$ cat src/rtl/spi_master.sv
// Memory-mapped SPI master (mode 0, MSB first, 8-bit frames) with software chip select.
// Registers: 0x00 DATA, 0x04 CTRL {CS, DIV[7:0]}, 0x08 STATUS {RXV, BUSY}.
module spi_master #(
   parameter logic [7:0] DEFAULT_DIV = 8'd3,
   parameter logic       DEFAULT_CS  = 1'b0
) (
   input  logic        clk,
   input  logic        rst,
   input  logic [31:0] spi_address,
   input  logic [31:0] spi_wdata,
   input  logic [3:0]  spi_wsel,
   input  logic        spi_valid,
   output logic [31:0] spi_rdata,
   output logic        spi_ready,
   output logic        spi_error,
   output logic        spi_sclk,
   output logic        spi_mosi,
   input  logic        spi_miso,
   output logic        spi_cs_n
);

   typedef enum logic [1:0] {IDLE, LOW, HIGH, DONE} state_t;

   state_t     state;
   logic [7:0] div;
   logic [7:0] cnt;
   logic [7:0] tx_sh;
   logic [7:0] rx_sh;
   logic [7:0] rx_data;
   logic [2:0] bit_cnt;
   logic       cs;
   logic       rxv;
   logic       miso_s1;
   logic       miso_s2;

   logic busy;
   logic accept;
   logic is_write;
   logic sel_data;
   logic sel_ctrl;
   logic sel_stat;
   logic bad_req;
   logic start;
   logic data_rd;
   logic unused_bits;

   // Handshake: the switch holds spi_valid until it sees a one-cycle ready or
   // error pulse; a request is taken only while no response is being shown.
   assign accept   = spi_valid && !spi_ready && !spi_error;
   assign is_write = |spi_wsel;
   assign sel_data = (spi_address[7:2] == 6'd0);
   assign sel_ctrl = (spi_address[7:2] == 6'd1);
   assign sel_stat = (spi_address[7:2] == 6'd2);
   assign busy     = (state != IDLE);
   assign bad_req  = !(sel_data || sel_ctrl || sel_stat) || (sel_data && spi_wsel[0] && busy);
   assign start    = accept && !bad_req && sel_data && spi_wsel[0];
   assign data_rd  = accept && !bad_req && sel_data && !is_write;
   assign spi_cs_n = ~cs;

   assign unused_bits = ^{spi_address[31:8], spi_address[1:0], spi_wdata[31:9]};

   always_ff @(posedge clk or negedge rst) begin
      if (!rst) begin
         miso_s1 <= 1'b0;
         miso_s2 <= 1'b0;
      end else begin
         miso_s1 <= spi_miso;
         miso_s2 <= miso_s1;
      end
   end

   always_ff @(posedge clk or negedge rst) begin
      if (!rst) begin
         state     <= IDLE;
         spi_ready <= 1'b0;
         spi_error <= 1'b0;
         spi_rdata <= 32'h0;
         spi_sclk  <= 1'b0;
         spi_mosi  <= 1'b0;
         div       <= DEFAULT_DIV;
         cs        <= DEFAULT_CS;
         cnt       <= 8'h0;
         tx_sh     <= 8'h0;
         rx_sh     <= 8'h0;
         rx_data   <= 8'h0;
         bit_cnt   <= 3'd0;
         rxv       <= 1'b0;
      end else begin
         spi_ready <= 1'b0;
         spi_error <= 1'b0;
         if (accept) begin
            spi_rdata <= 32'h0;
            if (bad_req) begin
               spi_error <= 1'b1;
            end else begin
               spi_ready <= 1'b1;
               if (!is_write) begin
                  if (sel_data)
                     spi_rdata <= {24'h0, rx_data};
                  else if (sel_ctrl)
                     spi_rdata <= {23'h0, cs, div};
                  else
                     spi_rdata <= {30'h0, rxv, busy};
               end else if (sel_ctrl) begin
                  if (spi_wsel[0]) div <= spi_wdata[7:0];
                  if (spi_wsel[1]) cs  <= spi_wdata[8];
               end
            end
         end

         // Cleared here so that a completing transfer in DONE below overrides it.
         if (data_rd) rxv <= 1'b0;

         case (state)
            IDLE: begin
               if (start) begin
                  tx_sh    <= spi_wdata[7:0];
                  spi_mosi <= spi_wdata[7];
                  rxv      <= 1'b0;
                  cnt      <= div;
                  bit_cnt  <= 3'd0;
                  state    <= LOW;
               end
            end
            LOW: begin
               if (cnt == 8'h0) begin
                  spi_sclk <= 1'b1;
                  rx_sh    <= {rx_sh[6:0], miso_s2};
                  cnt      <= div;
                  state    <= HIGH;
               end else begin
                  cnt <= cnt - 8'd1;
               end
            end
            HIGH: begin
               if (cnt == 8'h0) begin
                  spi_sclk <= 1'b0;
                  cnt      <= div;
                  if (bit_cnt == 3'd7) begin
                     state <= DONE;
                  end else begin
                     tx_sh    <= {tx_sh[6:0], 1'b0};
                     spi_mosi <= tx_sh[6];
                     bit_cnt  <= bit_cnt + 3'd1;
                     state    <= LOW;
                  end
               end else begin
                  cnt <= cnt - 8'd1;
               end
            end
            DONE: begin
               rx_data <= rx_sh;
               rxv     <= 1'b1;
               state   <= IDLE;
            end
            default: state <= IDLE;
         endcase
      end
   end

endmodule

$ cat config.mk
export PLATFORM = sky130hd
export DESIGN_NAME = spi_master
export DESIGN_NICKNAME = d
export VERILOG_FILES = /design/src/rtl/spi_master.sv
export SDC_FILE = /design/constraint.sdc
export NUM_CORES = 1
export LEC_CHECK = 0
export CORE_UTILIZATION = 40
export CTS_BUF_LIST = sky130_fd_sc_hd__clkbuf_4 sky130_fd_sc_hd__clkbuf_8 sky130_fd_sc_hd__clkbuf_16
export CTS_CLUSTER_DIAMETER = 80
export DETAILED_ROUTE_END_ITERATION = 10
export DONT_BUFFER_PORTS = 1
export GPL_ROUTABILITY_DRIVEN = 0
export GPL_TIMING_DRIVEN = 0
export PLACE_DENSITY = 0.58
export SYNTH_ARGS = -nofsm -noshare
export SYNTH_HDL_FRONTEND = slang
export SYNTH_SLANG_ARGS = --single-unit
$ cat constraint.sdc
create_clock -name clk -period 5.6 [get_ports clk]
set_input_delay 0.56 -clock clk [delete_from_list [all_inputs] [get_ports clk]]
set_output_delay 0.56 -clock clk [all_outputs]
set_load 0.01 [all_outputs]
# == Word-level counts from Yosys, hierarchy flattened ==
# Index checks and enable logic that the tools add are counted.
# word_totals
register_bits,84
latchBits,0
ramBits,0
rom_bits,0
in_bits,72
out_inout_bits,37
wordCells,96
mem_count,0
# op_classes
n_addsub,2
mul,0
div_mod_pow,0
n_lt_le_gt_ge,0
eq_ne,10
shifts,0
mux,34
bitwise,2
n_reduce_logical,32
# op_table
op,count
2-to-1 mux 9 bit,4
2-to-1 mux 7 bit,3
2-to-1 mux 8 bit,2
case mux 8 bit (2 select lines),1
case mux 7 bit (2 select lines),1
2-to-1 mux 1 bit,11
AND reduction 5 bit,2
2-to-1 mux 3 bit,3
logical AND 1 bit,8
logical NOT 8 bit,1
2-to-1 mux 2 bit,4
"!= test 2 bit, second input constant",4
case mux 2 bit (4 select lines),1
nonzero test 2 bit,4
"subtractor 8 x 1 -> 8 bit, second input constant",1
"equality test 6 x 1 -> 1 bit, second input constant",1
"equality test 6 x 2 -> 1 bit, second input constant",1
logical NOT 6 bit,1
case mux 1 bit (2 select lines),3
case mux 3 bit (2 select lines),1
AND reduction 3 bit,2
logical NOT 1 bit,5
"equality test 2 bit, second input constant",2
AND reduction 2 bit,2
other kinds (9),12

# == Depth between registers and ports, before layout ==
# Gate-level depths: netlist of run 1.
# logic_depth
ltp_word,12
mapped_depth,8
mapped_depth_nobuf,6

# == Worst setup path after synthesis of run 1 ==
# Ideal clock, no wire load.
# synth_path
kind,input -> register
start,input port spi_address[7]
end,register spi_mosi
setup_ps,125
t_arrival_ps,2329
t_required_ps,5475
path_slack_ps,3146
cell_stages,6
path_buffers,2
path_cell_list,or4_4 -> buf_6 -> o41ai_4 -> o21a_1 -> buf_6 -> mux2_4
# synth_via
elab_chain_cells,11
word_cells_on_any_way,15
cone_classes,3 x eq/ne; 12 x reduce/logical
# synth_lines
element,line_no,source
from (decl),9,"input logic [31:0] spi_address,"
equality test 6 x 1 -> 1 bit / logical NOT 6 bit (equally long branches),"52, 51",
logical OR 1 bit (2 in series),55,assign bad_req = !(sel_data || sel_ctrl || sel_stat) || (sel_data && spi_wsel[0] && busy);
logical NOT 1 bit,55,
logical OR 1 bit,55,
logical NOT 1 bit,56,assign start = accept && !bad_req && sel_data && spi_wsel[0];
logical AND 1 bit,56,
logical AND 1 bit * (2 in series),56,
!= test 2 bit (no line) *,--,
AND reduction 4 bit (no line) *,--,
to (signal assigned),118,spi_mosi <= spi_wdata[7];
to (signal assigned),143,spi_mosi <= tx_sh[6];
to (decl),17,"output logic spi_mosi,"
# Mark *: on every way between the ends. The rest lies on a longest branch, timed or not.
# A chain may end at the register's enable or synchronous reset.

# == Worst setup path after layout of run 1 ==
# layout_path
start,register state[0]
end,register cnt[1]
# layout_via
elab_chain_cells,9
word_cells_on_any_way,15
cone_classes,3 x eq/ne; 1 x mux; 11 x reduce/logical
# layout_lines
element,line_no,source
from (decl),24,state_t state;
from (signal assigned),74,state <= IDLE;
from (signal assigned),122,state <= LOW;
from (signal assigned),130,state <= HIGH;
nonzero test 2 bit,54,assign busy = (state != IDLE);
logical AND 1 bit,55,
logical OR 1 bit,55,
logical NOT 1 bit,56,
logical AND 1 bit (3 in series),56,
!= test 2 bit (no line),--,
AND reduction 2 bit (no line),--,
to (signal assigned),120,cnt <= div;
to (signal assigned),129,cnt <= div;
to (signal assigned),132,cnt <= cnt - 8'd1;
to (decl),26,logic [7:0] cnt;
# Parallel ways exist; a longest one is shown, timed or not.

==> results of run 1 <==
-- where the power goes --
group	internal [mW]	switching [mW]
clock network	0.259	0.183
logic	0.321	0.359
registers	0.528	0.0749
total	1.11	0.617
-- state kept, by name (all words and copies together) (netlist names), 2 cells and up --
signal	cells
bit_cnt	3
cnt	8
div	8
rx_data	8
rx_sh	8
spi_rdata	9
state	2
tx_sh	7
-- routing by layer --
metal  GRT usage, %  routed length, um
met3           4.56                369
met1           23.0               3050
met5              0                  0
met2           25.5               2990
met4           7.03                116
-- timing repair --
action | in CTS | in global routing
setup endpoints to repair | 0 | 0
hold buffers | 1 | 0
endpoints found under the hold margin | 59 | 0
-- synthesized netlist by cell type, types with 2 or more instances --
| library cell | n |
|---|---|
| nor4_1 | 2 |
| dfrtp_1 | 59 |
| mux2_4 | 7 |
| a21oi_1 | 4 |
| ha_1 | 8 |
| nor3b_1 | 3 |
| a22oi_1 | 9 |
| buf_4 | 23 |
| nor3_1 | 5 |
| nor2_1 | 12 |
| a31oi_1 | 2 |
| dfstp_2 | 2 |
| nor2b_1 | 2 |
| buf_6 | 2 |
| buf_2 | 2 |
| o2bb2ai_1 | 6 |
| o21ai_0 | 18 |
| clkbuf_1 | 8 |
| or3b_2 | 2 |
| nand3_1 | 4 |
| o211ai_1 | 3 |
| inv_1 | 13 |
| nand4_1 | 5 |
| mux2_2 | 34 |
| o22ai_1 | 4 |
| mux2i_1 | 6 |
| nand2_1 | 17 |
| and2_1 | 2 |
-- area by class of cell --
class	instances	area [um2]
fill	714	4070
sequential	61	1530
multi-input combinational	197	1500
buffer	36	239
clock buffer	10	131
tap	102	128
clock inverter	6	95.1
inverter	13	48.8
timing repair buffer	1	27.5
-- cell families (layout without fill, tap and decap cells) --
family	count (synthesis)	after routing
adders and majority gates	8	8
DFF	61	61
and+or+nand+nor	67	67
AOI/OAI and AO/OA	52	52
muxes	47	47
buffers and inverters	49	66
other	1	23
-- per-stage QoR --
step	utilization [%]	instances
floorplan	-	307
global placement	44.3	409
detailed placement	44.3	409
CTS	47.6	426
global route	47.6	426
finish	47.6	426
-- worst max path at each step --
stage	end	startpoint	depth (start not counted)	slack (ns)
2_1_floorplan	spi_mosi	spi_address[7]	6	3.15
3_3_place_gp	tx_sh[2]	spi_address[7]	6	2.90
3_5_place_dp	cnt[1]	state[0]	8	2.89
4_1_cts	cnt[1]	state[0]	8	2.88
5_1_grt	cnt[1]	state[0]	8	2.67
6_report	cnt[1]	state[0]	8	2.87
==> qor.csv, run 1 <==
metric,value,unit
drt_pass1_iterations,5,
cts_tree,built,
chipHeight,91.9,um
cts_setup_buffers,0,
slew_violations,0,
worst_path_largest_cell_delay,0.58,ns
num_vias,2146,
async_flop_share,100,%
grt_max_degree,60,
vias_per_cell,5.04,
rows,32,
synth_edf_count,0,
slowest_stage,or4bb_1,
whs,0.0538,ns
clock-root-buffer,clkbuf_8,
setup_viol,0,
grt_pass1_wl,11.0,mm
reg2reg_slack,2.87,ns
ant_nets,0,
synth_seq_cells,61,
clock_sinks,61,
drive_above_1_share,30.6,%
pin_count,109,
numCtsBuffers,9,
maxCapViolCount,0,
crit_path_end_kind,flip-flop,
synthTopCellsByArea,"dfrtp_1 46%, mux2_2 12%, buf_4 5.3%",
portBuffers,0,
tns,0,ns
die_width,91.9,um
slew_headroom,43.0,%
htree_levels,3,
yosysTopAreaCell,dfrtp_1,
syn2layout_area_growth,14.4,%
p_per_area,467,mW/mm2
r2r_cells,8,
ys_seq_area_share,47.3,%
period_share,48.8,%
wirelength,6.53,mm
syn_area,0.00323,mm2
synth_fa_ha_area_share,3.10,%
final_common_cell,dfrtp_1,
num_antenna_cells,0,
clock_latency,0.34,ns
critPathTopFamily,simple AND/OR/NAND/NOR gates,
synthCells,285,
min_period,2.73,ns
post-place-ws,2.89,ns
synth_top_area_share,45.7,%
die_area,0.00844,mm2
worst_slew_pin_slew,0.854,ns
crit_path_start_kind,flip-flop,
synth_flop_cell,dfrtp_1,
clk_pin_slew,0.08,ns
synth_top_family_by_area,multiplexers,
grt_usage,16.9,%
cp_max_fo,10,
synthMuxAreaShare,17.0,%
max_freq,366,MHz
final_cell_mix,"59 x dfrtp_1, 34 x mux2_2, 23 x buf_4, 23 x conb_1, 18 x o21ai_0",
synth-compound-area-share,11.1,%
postSynthAreaPerCell,11.3,um2
yosys.area_share.simple,12.5,%
cp_num_buf_inv,3,
antenna_found_initial,0,
initial_core_util,41.6,%
drtIter0Drc,152,
grt_pass1_vias,2086,
hold_viol_final,0,
ys_warn_count,0,
wl_per_cell,15.3,um
status,"complete, no violations",
fin_skew,0.00896,ns
drc_errors,0,
dpl-instance-area,0.00344,mm2
min_path_type,primary input to async pin,
core,0.00777,mm2
required,5.87,ns
path_cells,"inv_1, ha_1, clkbuf_1, or4bb_1, nor4_4, or2_2, buf_2, mux2i_1",
leakage,1.72,nW
crit_type,flip-flop to flip-flop,
reg2reg_from,state[0],
grt_overflow,0,
r2r-end,cnt[1],
dp_hpwl,4.62,mm
synth-xor-area-share,0,%
nets,399,
cp.arrival,3.00,ns
postLayoutCellArea,0.00370,mm2
fin_ws,2.87,ns
cts_resized,0,
rsz0062_at_grt,no,
ir_drop,0.215,mV
cts.path.max_buffers,2,
power.total,1.72,mW
synth.distinct_cells,49,
Note: power is estimated with default switching activity, not from simulation.
==> run 2: changes to the inputs <==
==> constraint.sdc (replaced) <==
create_clock -name clk -period 2.7 [get_ports clk]
set_input_delay 0.27 -clock clk [delete_from_list [all_inputs] [get_ports clk]]
set_output_delay 0.27 -clock clk [all_outputs]
set_load 0.01 [all_outputs]
==> run 2 against run 1 <==
Against the previous run:
- first-iteration DRC count decreased by 38%
- hold slack improved by 0.022 ns
- design area increased by 0.85%
- clock skew increased by 0.0020 ns
- die area unchanged
- largest power group unchanged
- wire length increased by 0.14%
- global-route usage decreased by 0.16 points
- sequential power increased by 110%
- core utilization increased by 0.40 points
- total power increased by 110%
- register-to-register slack got worse by 2.6 ns
- fmax increased by 11%
==> qor.csv, run 2 (synthesis results as in run 1) <==
metric,value,unit,change
status,"complete, no violations",,
drc_errors,0,,unchanged
pin_count,109,,unchanged
startpoint,spi_ready,,
slew_headroom,42.3,%,-0.78 points
clock_latency,0.34,ns,about the same
min_path_type,primary input to flip-flop,,
wl_met3,326,um,-12%
p_per_area,962,mW/mm2,+110%
cp_max_fo,10,,unchanged
fin_skew,0.0110,ns,+0.00202 ns
finish.utilization,48.0,%,+0.40 points
hold_viol_final,0,,unchanged
post-place-ws,-0.00953,ns,-2.90 ns
crit_path_start_kind,flip-flop,,
drtIter0Drc,94,,-38%
cp.arrival,2.68,ns,-0.32 ns
routed.top_layer,met4,,
setup_viol,0,,unchanged
ant_nets,0,,unchanged
portBuffers,0,,unchanged
wl_met2,2.97,mm,-0.74%
min_period,2.46,ns,-0.278 ns
grt_overflow,0,,unchanged
num_vias,2154,,+0.37%
ir_drop,0.448,mV,+110%
max_freq,407,MHz,+11%
final_common_cell,dfrtp_1,,
rsz0062_at_grt,no,,
clk_pin_slew,0.08,ns,about the same
slew_violations,0,,unchanged
n_fill_cell,712,,-0.28%
worst_slew_pin_slew,0.866,ns,+0.0118 ns
cts_resized,0,,unchanged
num_antenna_cells,0,,unchanged
r2r_cells,6,,-2
wirelength,6.54,mm,+0.14%
crit_path_end_kind,flip-flop,,
largest-register,spi_rdata,,
wl_met1,3.15,mm,+3.3%
die_width,91.9,um,unchanged
htree_levels,3,,unchanged
syn2layout_area_growth,15.3,%,
reg2reg_from,spi_ready,,
initial_core_util,41.6,%,unchanged
vias_per_cell,5.02,,-0.33%
largest_reg_flops,9,,unchanged
holdCritStartpoint,spi_wdata[2],,
required,2.93,ns,-2.94 ns
chipHeight,91.9,um,unchanged
holdPathStages,1,,
seq_area,0.00153,mm2,unchanged
leakage,1.74,nW,+1.1%
multi_input_area,0.00150,mm2,unchanged
clock_sinks,61,,unchanged
clock-root-buffer,clkbuf_8,,
dp_hpwl,4.62,mm,unchanged
cts_tree,built,,
final_cell_mix,"59 x dfrtp_1, 34 x mux2_2, 25 x buf_4",,
fin_ws,0.243,ns,-2.62 ns
grt_max_degree,62,,+3.3%
antenna_found_initial,0,,unchanged
die_area,0.00844,mm2,unchanged
cts.path.max_buffers,2,,unchanged
grt_usage,16.8,%,-0.16 points
drt_pass1_iterations,4,,-1
numCtsBuffers,9,,unchanged
nets,402,,+0.75%
period_share,91.0,%,+42 points
maxCapViolCount,0,,unchanged
tns,0,ns,unchanged
grt_pass1_vias,2091,,+0.24%
grt_pass1_wl,10.9,mm,-0.89%
wl_per_cell,15.2,um,-0.56%
rows,32,,unchanged
crit_type,flip-flop to flip-flop,,
core,0.00777,mm2,unchanged
drive_above_1_share,30.9,%,+0.33 points
run 2: changes by cell type in the layout (fill, tap and decap cells not counted), sizes merged:
cell	previous run	this run
clkbuf	18	17
dlygate4sd3	0	2
buf	29	31
run 2: area by class of cell:
cell class | count | share of cell area (%)
inverter | 13 | 1.31
tap | 102 | 3.42
clock buffer | 10 | 3.52
multi-input combinational | 197 | 40.2
clock inverter | 6 | 2.55
timing repair buffer | 5 | 1.68
buffer | 35 | 6.31
sequential | 61 | 41.0
run 2: final timing paths:
check                                end  slack (ns)
worst max-delay path            tx_sh[6]        0.24
worst min-delay path              div[2]        0.08
worst max register to register  tx_sh[6]        0.24
worst min register to register   miso_s2        0.35
max in group asynchronous         div[0]        1.92
min in group asynchronous         cnt[5]        0.45
run 2: critical path, cell delays in order, from the launching register on:
cell	delay (ns)
dfrtp_1	0.42
or3b_2	0.46
buf_2	0.19
o41ai_4	0.58
o21a_1	0.22
buf_6	0.16
mux2_4	0.31
run 2: per-layer routing:
layer | global-route usage, % | vias up
met4 | 7.03 | 0
met5 | 0 | -
met1 | 22.9 | 1032
met2 | 25.1 | 58
met3 | 4.56 | 7
li1 | - | 1057
run 2: what timing repair did:
action / 4_1_cts / 5_1_grt
pin swaps: 0 / 1
gates cloned: 0 / 0
hold endpoints to repair: 62 / 0
setup endpoints to repair: 1 / 2
buffers inserted: 0 / 2
hold buffers: 3 / 0
run 2: power breakdown:
group / total [mW] / leakage, nW / internal (mW) / switching (mW)
registers: 1.25 / 0.803 / 1.09 / 0.155
clock network: 0.920 / 0.114 / 0.538 / 0.382
logic: 1.42 / 0.818 / 0.669 / 0.747
total: 3.59 / 1.74 / 2.30 / 1.28
run 2: per-stage QoR:
step	total power [mW]	instances	instance area [um2]	hold slack, ns
2_1_floorplan	2.36	307	3310	-0.0256
3_3_place_gp	2.62	409	3440	-0.0234
3_5_place_dp	2.65	409	3440	-0.0239
4_1_cts	3.62	427	3710	0.0611
5_1_grt	3.82	429	3730	0.0588
6_report	3.59	429	3730	0.0753
==> run 3: changes to the inputs <==
--- a/config.mk
+++ b/config.mk
@@ -12,7 +12,7 @@
 export DONT_BUFFER_PORTS = 1
 export GPL_ROUTABILITY_DRIVEN = 0
 export GPL_TIMING_DRIVEN = 0
-export PLACE_DENSITY = 0.58
+export PLACE_DENSITY = 0.65
 export SYNTH_ARGS = -nofsm -noshare
 export SYNTH_HDL_FRONTEND = slang
 export SYNTH_SLANG_ARGS = --single-unit
==> constraint.sdc (replaced) <==
create_clock -name clk -period 2.4 [get_ports clk]
set_input_delay 0.24 -clock clk [delete_from_list [all_inputs] [get_ports clk]]
set_output_delay 0.24 -clock clk [all_outputs]
set_load 0.01 [all_outputs]
==> run 3 against run 2 <==
Against the previous run:
- first-iteration DRC count grew 66%
- wire length shrank 0.18%
- worst setup slack lost 0.12 ns
- sequential share of layout area shrank 0.45 points
- sequential cell count is the same
- design area grew 1.1%
- die area is the same
- clock skew shrank 0.0047 ns
- largest power group unchanged
- via count grew 3.2%
- fmax grew 7.8%
- combinational power grew 19%
- core utilization grew 0.53 points
==> qor.csv, run 3 (synthesis results as in run 1) <==
metric,value,unit,change
max_freq,439,MHz,+7.8%
p_per_area,1100,mW/mm2,+14%
holdCritStartpoint,spi_wdata[8],,
top_usage_layer,met2,,
worst_slew_pin_slew,0.882,ns,+0.0155 ns
worst_path_largest_cell_delay,0.53,ns,-0.05 ns
dp_hpwl,4.61,mm,-0.31%
core,0.00777,mm2,unchanged
wirelength,6.53,mm,-0.18%
whs,0.0473,ns,-0.0280 ns
status,"complete, no violations",,
grt.met1_usage,21.6,%,-1.3 points
clk_pin_slew,0.07,ns,about the same
path_cells,"or4_1, clkbuf_1, nor4b_4, o21a_1, buf_6, mux2_4",,
maxCapViolCount,0,,unchanged
htree_levels,3,,unchanged
drc_errors,0,,unchanged
clock_latency,0.34,ns,about the same
slew_violations,0,,unchanged
nets,403,,+0.25%
grt_usage,16.5,%,-0.31 points
hold_viol_final,0,,unchanged
setup_viol,0,,unchanged
final_common_cell,dfrtp_1,,
required,2.62,ns,-0.31 ns
period_share,95.0,%,+4.0 points
clock_sinks,61,,unchanged
grt_pass1_wl,10.6,mm,-2.1%
numCtsBuffers,9,,unchanged
r2r_cells,6,,unchanged
use_met3,4.48,%,-0.083 points
slowest_stage,or4_1,,
num_vias,2224,,+3.2%
drt_pass1_iterations,4,,unchanged
cp.arrival,2.50,ns,-0.18 ns
min_path_type,primary input to flip-flop,,
num_antenna_cells,0,,unchanged
ant_nets,0,,unchanged
rsz0062_at_grt,no,,
grt_max_degree,62,,unchanged
clock-root-buffer,clkbuf_8,,
power.total,4.14,mW,+16%
cts_tree,built,,
die_width,91.9,um,unchanged
initial_core_util,41.6,%,unchanged
fin_cells,430,,+0.23%
slew_headroom,41.2,%,-1.0 points
postLayoutCellArea,0.00377,mm2,+1.1%
dpl-instance-area,0.00344,mm2,unchanged
cts.path.max_buffers,2,,unchanged
rows,32,,unchanged
wl_per_cell,15.2,um,-0.42%
min_period,2.28,ns,-0.178 ns
largest-register,spi_rdata,,
leakage,1.76,nW,+1.2%
ir_drop,0.571,mV,+28%
crit_path_end_kind,flip-flop,,
pin_count,109,,unchanged
crit_path_start_kind,flip-flop,,
grt_util_met2,25.2,%,+0.062 points
dpl.cell_count,409,,unchanged
final_cell_mix,"59 x dfrtp_1, 34 x mux2_2, 28 x buf_4",,
reg2reg_from,cnt[2],,
fin_skew,0.00628,ns,-0.00470 ns
min_to,cs,,
drtIter0Drc,156,,+66%
grt_pass1_vias,2177,,+4.1%
largest_reg_flops,9,,unchanged
n_fill_cell,728,,+2.2%
r2r-end,tx_sh[1],,
cp_max_fo,10,,unchanged
finish.utilization,48.5,%,+0.53 points
die_area,0.00844,mm2,unchanged
syn2layout_area_growth,16.6,%,
portBuffers,0,,unchanged
reg2reg_slack,0.12,ns,-0.12 ns
crit_type,flip-flop to flip-flop,,
drive_above_1_share,32.3,%,+1.4 points
chipHeight,91.9,um,unchanged
vias_per_cell,5.17,,+3.0%
antenna_found_initial,0,,unchanged
grt_overflow,0,,unchanged
holdPathStages,1,,unchanged
==> run 3: cell types whose count changed in the layout (fill, tap and decap cells not counted), moves of 2 or more <==
cell / before / now
clkinv_4: 3 / 0
clkbuf_8: 9 / 11
clkinv_2: 0 / 2
buf_4: 25 / 28
==> run 3: where the power goes <==
group / internal, mW / leakage (nW) / total (mW) / switching [mW]
clock: 0.649 / 0.120 / 1.04 / 0.389
sequential: 1.23 / 0.803 / 1.42 / 0.184
combinational: 0.823 / 0.833 / 1.69 / 0.863
total: 2.71 / 1.76 / 4.14 / 1.44
==> run 3: how the worst max path moves through the flow <==
stage | from | to | cells after the start | slack [ns]
floorplan | state[0] | cnt[1] | 8 | 0.12
global placement | state[0] | cnt[1] | 8 | -0.24
detailed placement | state[0] | cnt[1] | 8 | -0.29
CTS | spi_ready | tx_sh[1] | 6 | 0.001
global route | cnt[2] | tx_sh[2] | 6 | 0.005
finish | cnt[2] | tx_sh[1] | 6 | 0.12
==> run 3: stage by stage <==
step / setup slack [ns] / setup TNS [ns]
2_1_floorplan: 0.119 / 0
3_3_place_gp: -0.241 / -1.37
3_5_place_dp: -0.291 / -1.94
4_1_cts: 0.000968 / 0
5_1_grt: 0.00478 / 0
6_report: 0.121 / 0
==> run 3: layout make-up <==
class	instances	area [um2]	area share (%)
sequential	61	1530	40.6
multi-input combinational	197	1520	40.4
buffer	33	228	6.04
clock buffer	12	159	4.22
tap	102	128	3.39
timing repair buffer	8	85.1	2.26
clock inverter	4	70.1	1.86
inverter	13	48.8	1.29
==> run 3: critical path, delay by kind of cell (launching register included) <==
| kind | cells | cell delay, ns |
|---|---|---|
| buffers and inverters | 2 | 0.37 |
| AND/OR/NAND/NOR | 2 | 0.86 |
| AO/OA/AOI/OAI | 1 | 0.17 |
| flip-flops | 1 | 0.45 |
| multiplexers | 1 | 0.31 |
==> run 3: timing repair <==
action                     4_1_cts  5_1_grt
hold endpoints to repair        62        0
pin swaps                        2        2
resized for setup                1        3
setup endpoints to repair       15       12
buffers inserted                 2        3
hold buffers                     3        0
==> run 3: routing by layer <==
metal,up-vias,wire (um),part of all wire (%)
li1,1058,-,-
met1,1075,2950,45
met2,83,3020,46
met3,8,439,6.7
met4,0,116,1.8
met5,-,0,0
